--- config.mk ---
export PLATFORM = sky130hd
export DESIGN_NAME = main_ctrl_fsm
export DESIGN_NICKNAME = d
export VERILOG_FILES = /design/src/rtl/main_ctrl_fsm.sv
export SDC_FILE = /design/constraint.sdc
export NUM_CORES = 1
export LEC_CHECK = 0
export ABC_AREA = 1
export CAP_MARGIN = 20
export CORE_MARGIN = 2
export CORE_UTILIZATION = 45
export DETAILED_ROUTE_END_ITERATION = 12
export GPL_TIMING_DRIVEN = 0
export PLACE_DENSITY = 0.81
export SYNTH_ARGS = -nofsm -noshare
export SYNTH_HDL_FRONTEND = slang
export SYNTH_SLANG_ARGS = --single-unit
--- constraint.sdc ---
create_clock -name clk -period 1.95 [get_ports clk]
set_input_delay 0.2925 -clock clk [delete_from_list [all_inputs] [get_ports clk]]
set_output_delay 0.2925 -clock clk [all_outputs]
set_load 0.02 [all_outputs]
--- src/rtl/main_ctrl_fsm.sv ---
// Multi-cycle MIPS-style main control FSM: sequences fetch/decode/execute/memory/writeback
// and emits datapath control strobes decoded from the current state.
module main_ctrl_fsm (
  input  logic       clk,
  input  logic       rst_n,
  input  logic [5:0] Opcode,
  input  logic       MemReady,
  output logic       PCWrite,
  output logic       PCWriteCond,
  output logic       BranchNot,
  output logic       IorD,
  output logic       MemRead,
  output logic       MemWrite,
  output logic       IRWrite,
  output logic       MemtoReg,
  output logic       RegDst,
  output logic       RegWrite,
  output logic       ALUSrcA,
  output logic [1:0] ALUSrcB,
  output logic [1:0] PCSrc,
  output logic [2:0] AluOp,
  output logic [3:0] State,
  output logic       IllegalOp
);

  typedef enum logic [3:0] {
    FETCH  = 4'd0,  DECODE = 4'd1,  MEMADR = 4'd2,  MEMRD  = 4'd3,
    MEMWB  = 4'd4,  MEMWR  = 4'd5,  EXEC_R = 4'd6,  RWB    = 4'd7,
    BRANCH = 4'd8,  JUMP   = 4'd9,  EXEC_I = 4'd10, IWB    = 4'd11
  } state_t;

  localparam logic [5:0] OP_R    = 6'b000000;
  localparam logic [5:0] OP_LW   = 6'b100011;
  localparam logic [5:0] OP_SW   = 6'b101011;
  localparam logic [5:0] OP_BEQ  = 6'b000100;
  localparam logic [5:0] OP_BNE  = 6'b000101;
  localparam logic [5:0] OP_BGTZ = 6'b000111;
  localparam logic [5:0] OP_J    = 6'b000010;
  localparam logic [5:0] OP_ADDI = 6'b001000;
  localparam logic [5:0] OP_ANDI = 6'b001100;
  localparam logic [5:0] OP_ORI  = 6'b001101;
  localparam logic [5:0] OP_SLTI = 6'b001010;

  state_t     state;
  logic [5:0] op_q;

  // op_q is captured in DECODE so later states are immune to Opcode changes.
  always_ff @(posedge clk or negedge rst_n) begin
    if (!rst_n) begin
      state     <= FETCH;
      IllegalOp <= 1'b0;
      op_q      <= 6'd0;
    end else begin
      case (state)
        FETCH:  if (MemReady) state <= DECODE;
        DECODE: begin
          op_q <= Opcode;
          case (Opcode)
            OP_R:                             state <= EXEC_R;
            OP_LW, OP_SW:                     state <= MEMADR;
            OP_BEQ, OP_BNE, OP_BGTZ:          state <= BRANCH;
            OP_J:                             state <= JUMP;
            OP_ADDI, OP_ANDI, OP_ORI, OP_SLTI: state <= EXEC_I;
            default: begin
              state     <= FETCH;
              IllegalOp <= 1'b1;
            end
          endcase
        end
        MEMADR: state <= (op_q == OP_SW) ? MEMWR : MEMRD;
        MEMRD:  if (MemReady) state <= MEMWB;
        MEMWB:  state <= FETCH;
        MEMWR:  if (MemReady) state <= FETCH;
        EXEC_R: state <= RWB;
        RWB:    state <= FETCH;
        BRANCH: state <= FETCH;
        JUMP:   state <= FETCH;
        EXEC_I: state <= IWB;
        IWB:    state <= FETCH;
        default: begin
          state     <= FETCH;
          IllegalOp <= 1'b1;
        end
      endcase
    end
  end

  always_comb begin
    PCWrite     = 1'b0;
    PCWriteCond = 1'b0;
    BranchNot   = 1'b0;
    IorD        = 1'b0;
    MemRead     = 1'b0;
    MemWrite    = 1'b0;
    IRWrite     = 1'b0;
    MemtoReg    = 1'b0;
    RegDst      = 1'b0;
    RegWrite    = 1'b0;
    ALUSrcA     = 1'b0;
    ALUSrcB     = 2'b00;
    PCSrc       = 2'b00;
    AluOp       = 3'b000;
    case (state)
      FETCH: begin
        MemRead = 1'b1;
        ALUSrcB = 2'b01;
        IRWrite = MemReady;
        PCWrite = MemReady;
      end
      DECODE: ALUSrcB = 2'b11;
      MEMADR: begin
        ALUSrcA = 1'b1;
        ALUSrcB = 2'b10;
      end
      MEMRD: begin
        MemRead = 1'b1;
        IorD    = 1'b1;
      end
      MEMWB: begin
        RegWrite = 1'b1;
        MemtoReg = 1'b1;
      end
      MEMWR: begin
        MemWrite = 1'b1;
        IorD     = 1'b1;
      end
      EXEC_R: begin
        ALUSrcA = 1'b1;
        AluOp   = 3'b010;
      end
      RWB: begin
        RegWrite = 1'b1;
        RegDst   = 1'b1;
      end
      BRANCH: begin
        ALUSrcA     = 1'b1;
        PCWriteCond = 1'b1;
        PCSrc       = 2'b01;
        AluOp       = (op_q == OP_BGTZ) ? 3'b110 : 3'b001;
        BranchNot   = (op_q != OP_BEQ);
      end
      JUMP: begin
        PCWrite = 1'b1;
        PCSrc   = 2'b10;
      end
      EXEC_I: begin
        ALUSrcA = 1'b1;
        ALUSrcB = 2'b10;
        case (op_q)
          OP_ANDI: AluOp = 3'b100;
          OP_ORI:  AluOp = 3'b101;
          OP_SLTI: AluOp = 3'b111;
          default: AluOp = 3'b000;
        endcase
      end
      IWB:     RegWrite = 1'b1;
      default: ;
    endcase
  end

  assign State = state;

endmodule

==> impl_metrics.json <==
{
  "syn-num-nets": 161,
  "syn_area_um2": 883,
  "hold_buffers": 0,
  "cts_tree": "built",
  "ys_ff_latch": 11,
  "grt_use_met3": 0.0185,
  "syn_inst": 152,
  "timing.rr.end": "op_q[2]$_DFFE_PN0P_",
  "slew_violations": 0,
  "wl_mm": 2.10,
  "crit_slowest_cell": "dfrtp_2",
  "p_leak_nw": 0.715,
  "postSynthAreaPerCell_um2": 5.81,
  "min_period_ps": 1860,
  "drive_above_1_share": 0.144,
  "grt_use_met2": 0.347,
  "ys_warn_count": 0,
  "crit_path_end_kind": "primary output",
  "antenna_found_initial": 0,
  "dp_worst_setup_slack_ps": -67.5,
  "cts_sinks": 11,
  "combPwrFrac": 0.608,
  "vias": 1047,
  "outcome": "complete, no violations",
  "cts-root-buf": "clkbuf_4",
  "numCtsBuffers": 3,
  "grt.total_usage": 0.192,
  "gp_congestion": 0.881,
  "final_cell_mix": "42 x nand2_1, 28 x nor2_1, 24 x inv_1, 14 x nand3_1, 13 x clkdlybuf4s50_1",
  "rsz0062_at_grt": "no",
  "hold_violations": 0,
  "start_kind": "flip-flop",
  "finalPower_mw": 1.51,
  "post-route-period-util": 0.953,
  "multi_input_area_um2": 494,
  "path_cells": "buf_4 -> nor2_4 -> nand2_1 -> o22ai_1 -> dlygate4sd2_1",
  "die_w_um": 48.3,
  "fmax_mhz": 538,
  "grt_pass1_wl_mm": 3.64,
  "worst_pin_slew_ps": 476,
  "rrSetupSlack_ps": 700,
  "area_growth_pct": 39.4,
  "skew_ps": 4.24,
  "ios": 32,
  "fin_nets": 198,
  "p_int_mw": 0.739,
  "cts_max_level": 1,
  "insertion_delay_ps": 260,
  "power.share.clock": 0.099,
  "grt-ovfl-total": 0,
  "cp-startpoint": "State[3]$_DFFE_PN0P_",
  "power.share.sequential": 0.294,
  "layout_commonest_cell": "nand2_1",
  "critPathRequiredTime_ps": 1660,
  "antenna_cells": 0,
  "p_per_area_nw_per_um2": 1230,
  "critPathCapture": "PCWrite",
  "die_area_um2": 2330,
  "reg2reg_depth": 7,
  "antenna_left": 0,
  "timing.setup.tns_ps": 0,
  "p_sw_mw": 0.769,
  "gr-max-usage-layer": "met2",
  "cts.clk_slew.worst_paths_ps": 70,
  "hold_class": "in -> async",
  "grt_pass1_vias": 904,
  "p_sw_frac": 0.510,
  "synth-seq-area-share": 0.312,
  "seqCellArea_um2": 279,
  "dpl.hpwl_mm": 1.74,
  "core_area_um2": 1900,
  "cp_max_fo": 5,
  "drt_iter0_markers": 32,
  "drc": 0,
  "start_util": 0.464,
  "cpPeakStageDelay_ps": 400,
  "worst_slew_margin_rel": 0.682,
  "std_cell_rows": 16,
  "grt_start_max_net_pins": 12,
  "post_drt_wl_per_cell_um": 9.75,
  "setup.worst_path.class": "reg -> out",
  "cap_viol_max_count": 0,
  "grtUsageMet1": 0.238,
  "fin_ws_ps": 90.8,
  "setup_viol": 0,
  "yosysUniqueCellTypes": 17,
  "io_buffers": 31,
  "reg2reg_from": "State[3]$_DFFE_PN0P_",
  "viasPerCell": 4.87,
  "worst-endpoint-arrival_ps": 1570,
  "dieHeight_um": 48.3,
  "cts_buffer_depth": 2,
  "ir_worst_vdd_mv": 0.696,
  "fill_cells": 188,
  "drtPass1Iterations": 4
}
==> power groups by stage <==
| stage | logic [mW] | clock network [mW] | registers [mW] |
|---|---|---|---|
| 2_1_floorplan | 0.597 | 0 | 0.443 |
| 3_3_place_gp | 0.968 | 0 | 0.435 |
| 3_5_place_dp | 0.979 | 0 | 0.440 |
| 4_1_cts | 0.920 | 0.154 | 0.442 |
| 5_1_grt | 1.02 | 0.172 | 0.456 |
| 6_report | 0.917 | 0.149 | 0.443 |
==> cells in the mapped netlist <==
master    n  area [µm²]
o21ai_0   9        45.0
nand2_1  42         158
nor2_1   30         113
nor2_2    1        6.26
o21ai_1   2        10.0
nor2_4    1        11.3
buf_4     1        7.51
nor3_1    2        10.0
inv_1    24        90.1
a21oi_1   1        5.00
o22ai_1   2        12.5
nand4_1   4        25.0
dfrtp_1  11         275
inv_2     4        15.0
buf_6     1        11.3
nand2_2   3        18.8
nand3_1  14        70.1
==> worst min-delay path by stage <==
stage,endpoint,slack (ps),depth (start not counted)
final,op_q[1]$_DFFE_PN0P_,350,1
after global routing,op_q[1]$_DFFE_PN0P_,380,1
after CTS,op_q[1]$_DFFE_PN0P_,360,1
after detailed placement,IllegalOp$_DFFE_PN0P_,460,2
after global placement,IllegalOp$_DFFE_PN0P_,450,2
after floorplan,IllegalOp$_DFFE_PN0P_,-3,0
==> per-stage QoR <==
step	hold WS [ps]	cell area, µm²	std cells	util
after floorplan	-3.09	883	152	-
after global placement	452	1230	210	0.645
after detailed placement	456	1230	210	0.645
after CTS	361	1240	214	0.654
after global routing	383	1230	215	0.647
final	350	1230	215	0.647
==> routing by layer <==
metal	part of all wire	routed length, µm	vias up
met3	0.068	143	2
met2	0.47	987	37
met5	0	0	-
met4	0.015	31	0
met1	0.45	933	460
li1	-	-	548
==> worst max-delay path, delay by kind of cell (launching register included) <==
| family | cells | cell delay [ps] |
|---|---|---|
| buffers and inverters | 2 | 510 |
| DFF | 1 | 400 |
| and+or+nand+nor | 2 | 260 |
| AOI/OAI and AO/OA | 1 | 130 |
==> timing repair <==
| action | CTS | global route |
|---|---|---|
| setup endpoints to repair | 18 | 7 |
| pin swaps | 0 | 0 |
| setup buffers | 0 | 1 |
| gates resized for setup | 26 | 13 |
==> registers in the layout, summed over array words and instances (netlist names) <==
register	flops
IllegalOp	1
op_q	6
State	4
==> area by class of cell <==
cell class | count | share of cell area
clock inverter | 1 | 0.00407
inverter | 28 | 0.0854
buffer | 2 | 0.0152
tap | 27 | 0.0274
multi-input combinational | 111 | 0.401
timing repair buffer | 32 | 0.222
clock buffer | 3 | 0.0183
sequential | 11 | 0.227
==> cell families (layout without fill, tap and decap cells) <==
logic type	Yosys count	after routing	share of synthesized area
AOI/OAI and AO/OA	14	14	0.0821
buffers and inverters	30	66	0.140
DFF	11	11	0.312
and+or+nand+nor	97	97	0.466
Note: power is estimated with default switching activity, not from simulation.
